<file path="config.mk">
export PLATFORM = sky130hd
export DESIGN_NAME = uart_tx
export DESIGN_NICKNAME = d
export VERILOG_FILES = /design/src/rtl/uart_tx.sv
export SDC_FILE = /design/constraint.sdc
export NUM_CORES = 1
export LEC_CHECK = 0
export CORE_AREA = 2 2 68 70
export CTS_CLUSTER_DIAMETER = 100
export CTS_CLUSTER_SIZE = 30
export DETAILED_ROUTE_END_ITERATION = 12
export DIE_AREA = 0 0 70 72
export SLEW_MARGIN = 20
export SYNTH_ARGS = -nofsm -noshare
export SYNTH_HDL_FRONTEND = slang
export SYNTH_SLANG_ARGS = --single-unit
</file>
<file path="constraint.sdc">
create_clock -name CLKIN -period 3.7 [get_ports CLKIN]
set_input_delay 0.74 -clock CLKIN [delete_from_list [all_inputs] [get_ports CLKIN]]
set_output_delay 0.74 -clock CLKIN [all_outputs]
set_load 0.01 [all_outputs]
</file>
<file path="src/rtl/uart_tx.sv">
// uart_tx -- serial transmitter with a one-entry holding buffer.
//
// Sends 8N1-style frames: one start bit (0), DATA_BITS data bits LSB first,
// STOP_BITS stop bits (1), no parity. Each bit lasts one baud period, and
// the line only changes on a CLKIN edge where the baud strobe is high.
// A byte can be accepted while a frame is in flight; it waits in the
// holding buffer. When the current frame's last stop period ends, the
// buffered byte starts immediately, with no idle gap.
//
// Parameters
//   DATA_BITS  data bits per frame (5..8)
//   STOP_BITS  stop-bit periods per frame (1 or 2)
//
// Ports
//   CLKIN   in   clock, all state changes on its rising edge
//   RESET   in   synchronous active-high reset
//   baud    in   one-cycle strobe per bit period
//   data    in   byte to send, sampled on an accept cycle (valid && ready)
//   valid   in   producer has a byte on data
//   ready   out  holding buffer empty
//   tx      out  registered serial line, idles high
//   busy    out  frame in progress (FSM not idle)
module uart_tx #(
    parameter int DATA_BITS = 8,
    parameter int STOP_BITS = 1
) (
    input  logic                 CLKIN,
    input  logic                 RESET,
    input  logic                 baud,
    input  logic [DATA_BITS-1:0] data,
    input  logic                 valid,
    output logic                 ready,
    output logic                 tx,
    output logic                 busy
);

    // DATA_BITS >= 5, so BIT_W >= 3 and always holds DATA_BITS-1.
    localparam int BIT_W = $clog2(DATA_BITS);
    localparam int STP_W = (STOP_BITS > 1) ? $clog2(STOP_BITS) : 1;
    localparam logic [BIT_W-1:0] BIT_LAST = BIT_W'(DATA_BITS - 1);
    localparam logic [STP_W-1:0] STP_LAST = STP_W'(STOP_BITS - 1);

    typedef enum logic [1:0] {
        S_IDLE,
        S_START,
        S_DATA,
        S_STOP
    } state_t;

    state_t               state_q,    state_nxt;
    logic                 tx_q,       tx_nxt;
    logic                 buf_full_q, buf_full_nxt;
    logic [DATA_BITS-1:0] buf_data_q, buf_data_nxt;
    logic [DATA_BITS-1:0] shreg_q,    shreg_nxt;
    logic [BIT_W-1:0]     bit_cnt_q,  bit_cnt_nxt;
    logic [STP_W-1:0]     stop_cnt_q, stop_cnt_nxt;
    logic                 load;

    always_comb begin
        state_nxt    = state_q;
        tx_nxt       = tx_q;
        buf_full_nxt = buf_full_q;
        buf_data_nxt = buf_data_q;
        shreg_nxt    = shreg_q;
        bit_cnt_nxt  = bit_cnt_q;
        stop_cnt_nxt = stop_cnt_q;
        load         = 1'b0;

        // An accept needs an empty buffer and a drain needs a full one, so
        // the two can never hit the same edge.
        if (valid && !buf_full_q) begin
            buf_full_nxt = 1'b1;
            buf_data_nxt = data;
        end

        if (baud) begin
            case (state_q)
                S_IDLE: begin
                    if (buf_full_q) begin
                        load = 1'b1;
                    end
                end
                S_START: begin
                    tx_nxt      = shreg_q[0];
                    shreg_nxt   = shreg_q >> 1;
                    bit_cnt_nxt = '0;
                    state_nxt   = S_DATA;
                end
                S_DATA: begin
                    if (bit_cnt_q == BIT_LAST) begin
                        tx_nxt       = 1'b1;
                        stop_cnt_nxt = '0;
                        state_nxt    = S_STOP;
                    end else begin
                        tx_nxt      = shreg_q[0];
                        shreg_nxt   = shreg_q >> 1;
                        bit_cnt_nxt = bit_cnt_q + 1'b1;
                    end
                end
                S_STOP: begin
                    if (stop_cnt_q != STP_LAST) begin
                        stop_cnt_nxt = stop_cnt_q + 1'b1;
                    end else if (buf_full_q) begin
                        // back-to-back: next start bit replaces the idle period
                        load = 1'b1;
                    end else begin
                        state_nxt = S_IDLE;
                    end
                end
                default: begin
                    state_nxt = S_IDLE;
                    tx_nxt    = 1'b1;
                end
            endcase
        end

        if (load) begin
            shreg_nxt    = buf_data_q;
            buf_full_nxt = 1'b0;
            tx_nxt       = 1'b0;
            state_nxt    = S_START;
        end
    end

    always_ff @(posedge CLKIN) begin
        if (RESET) begin
            state_q    <= S_IDLE;
            tx_q       <= 1'b1;
            buf_full_q <= 1'b0;
            bit_cnt_q  <= '0;
            stop_cnt_q <= '0;
        end else begin
            state_q    <= state_nxt;
            tx_q       <= tx_nxt;
            buf_full_q <= buf_full_nxt;
            bit_cnt_q  <= bit_cnt_nxt;
            stop_cnt_q <= stop_cnt_nxt;
        end
    end

    // Payload registers carry no reset; buf_full_q and the FSM guard them.
    always_ff @(posedge CLKIN) begin
        buf_data_q <= buf_data_nxt;
        shreg_q    <= shreg_nxt;
    end

    assign tx    = tx_q;
    assign ready = !buf_full_q;
    assign busy  = (state_q != S_IDLE);

endmodule

</file>
==> impl_results.md <==
* Status: finished, final reports clean
* IO buf count at 14
* Maximum net fanout on the critical path at 13
* Post-Synth Simple-Gate Area at 11.9%
* Synthesized area at approximately 1000 um^2
* Worst VDD drop at 0.000193 V
* PnR Total Power at 0.545 mW
* Clk slew on worst S/H paths at 0.08 ns
* Clock Sink Count at 23
* CTS tree: done
* CP endpoint kind: flop
* Register area share after synthesis at 59.4%
* Crit Reg-Reg Startpoint: state_q[0]
* Initial antenna violation count at 0
* # IOs at 15
* Post-synth top area share at 46.0%
* Worst-case clock buffer depth at 2
* Hold Buf Count CTS at 0
* Relative slew margins at 58.7%
* Worst EP required at 3.63 ns
* Iter 0 DRT Violations at 28
* Die extent in y at between 70 and 80 um
* Post-route setup TNS at 0 ns
* WS Path Type: in2reg
* Worst path max stage delay at 0.62 ns
* Largest net degree at the start of global routing at 14
* Remaining Overflow, GRT at 0
* # resized after CTS at 0
* Placer Congestion at 0.773
* Slew Limit Fails at 0
* Core ar. at 4260 um^2
* Synth-to-Final Area Change at 22.6%
* Leakage at about 0.47 nW
* Row count at 24
* RSZ-0062 raised after global routing: false
* Crit-path slowest cell: clkdlybuf4s50_1
* Synth Warn # at 0
* Nets at about 110
* Crit path launch type: input pin
* Final worst path period need at between 2 and 2.5 ns
* Crit path launch: baud
* Pwr Density at 425 nW/um^2
* Worst-path cell chain: clkdlybuf4s50_1, nand2_1, nor3_4, nand2b_1
* Main combinational cell family by area after synthesis: simple AND/OR/NAND/NOR gates
* Area contributors post-synth: edfxtp_1 (46%), dfxtp_1 (13%), ha_1 (9.6%), mux2_2 (7.5%), nor2_1 (2.2%)
* Clock buffer count from CTS at 3
* Hold violation count in the final report at 0
* Drt pass-1 iters at 4
* Post-DRT Antenna Nets at 0
* Count leader, synth: edfxtp_1
* Period utilisation layout at 65.5%
* Full die area at roughly 5000 um^2
* Xor-xnor portion of the synthesized cell area at 0%
* Chip width at approximately 70 um
* Reg2Reg Depth at 4
* Post CTS Setup Buffer Count at 0
* Syn Area/Cell at 13.7 um^2
* Ys async rst share at 0%
* Reg2reg setup slack at 1.57 ns
* Synth Area in Adders at a little under a tenth
* Final Non-Filler Cells at 144
* Placed insts at 140
* First-pass GRT wire length at a little under 3000 um
* Hold crit path type: reg2reg
* Core Util, Final at a little under a third
* Maximum clock rate at 413 MHz
* Htree depth at 1
* Vias per cell at around 4.2
* All-Layer GR Usage at 7.50%
* Syn Inst Count at 76
* Mapped Nets at 96
* Mux cell area share after synthesis at around 7.5%
* Via count at 603
* Synth cell types at 24
* Skew-Pair Late Insertion Delay at around 0.26 ns
* Synth Area in Compound Gates at 8.38%
* Worst EP arrival at 2.35 ns
* DRC at 0
* Wire per inst at 11.8 um
* Vias in the first global route at 667
* Ratio of cells with drive above 1 in the final layout at 18.5%
* DPL Wire Length at 1330 um
* Initial Util at 24.5%
* Yosys reg bits at 23
* Antenna fix cells at 0
* Post-detailed-routing wire length at 1700 um
* Clk_skew at 0.00121 ns
* Post-synth EDFFs at 16
* Final setup violation count at 0
* Slew @ Worst Pin at about 0.62 ns
* Top_reg_cell synth: edfxtp_1
* Most frequent cells after synthesis: edfxtp_1 (16), ha_1 (8), dfxtp_1 (7), mux2_2 (7), nor2_1 (6)
* HP Start: bit_cnt_q[0]
* Worst Setup EP: shreg_q[0]
* Area leader, netlist: edfxtp_1
* Reg-to-Reg End: shreg_q[0]
* Max capacitance violation total at 0
* Root buffer cell: clkbuf_8
## how the worst min path moves through the flow
stage,endpoint,slack (ns),depth (start not counted)
3_3_place_gp,bit_cnt_q[0],0.46,2
4_1_cts,bit_cnt_q[0],0.49,2
2_1_floorplan,bit_cnt_q[0],0.44,2
6_report,bit_cnt_q[0],0.48,2
5_1_grt,bit_cnt_q[0],0.50,2
3_5_place_dp,bit_cnt_q[0],0.48,2
## cell type report
cell class / count / area, um^2
inverters: 5 / 18.8
fillers: 446 / 2980
flip-flops and latches: 23 / 621
multi-input cells: 46 / 390
repair buffers: 14 / 140
well taps: 52 / 65.1
clock inverters: 1 / 5.00
clock buffers: 3 / 41.3
## power breakdown
group / switching, mW / internal (mW) / total [mW]
Sequential: 0.00913 / 0.300 / 0.310
Combinational: 0.0388 / 0.0419 / 0.0808
Clock: 0.0795 / 0.0751 / 0.155
Total: 0.127 / 0.417 / 0.545
## placed cells by master (no fill, tap or decap), drive strengths merged, types with 3 or more instances in the layout
master	netlist	final
clkbuf	0	3
clkdlybuf4s50	0	14
dfxtp	7	7
edfxtp	16	16
ha	8	8
inv	5	5
mux2	7	7
nand2	4	4
nor2	6	6
nor3	3	3
o31ai	3	3
## registers in the layout, summed over array words and instances (netlist names)
register,count
shreg_q,8
buf_full_q,1
state_q,2
bit_cnt_q,3
buf_data_q,8
tx,1
## critical path, delay by kind of cell
kind                   cells  cell delay, ns
and+or+nand+nor            3            0.98
buffers and inverters      1            0.62
## stage by stage
step / setup slack (ns) / hold slack (ns) / instance area, um^2
6_report: 1.28 / 0.482 / 1280
5_1_grt: 1.15 / 0.503 / 1280
4_1_cts: 1.26 / 0.488 / 1280
3_5_place_dp: 0.960 / 0.478 / 1230
3_3_place_gp: 1.05 / 0.461 / 1230
2_1_floorplan: 1.79 / 0.438 / 1040
## kinds of logic after synthesis
| group | count (synthesis) |
|---|---|
| AOI/OAI and AO/OA | 11 |
| adders and majority gates | 8 |
| buffers and inverters | 7 |
| DFF | 23 |
| muxes | 7 |
| and+or+nand+nor | 20 |
## per-layer routing
| layer | wire, um | GRT usage (%) | vias to the layer above |
|---|---|---|---|
| met2 | 872 | 13.5 | 12 |
| met4 | 10 | 3.21 | 0 |
| met3 | 62 | 1.81 | 2 |
| met1 | 755 | 8.49 | 281 |
| met5 | 0 | 0 | - |
| li1 | - | - | 308 |
Note: power is estimated with default switching activity, not from simulation.
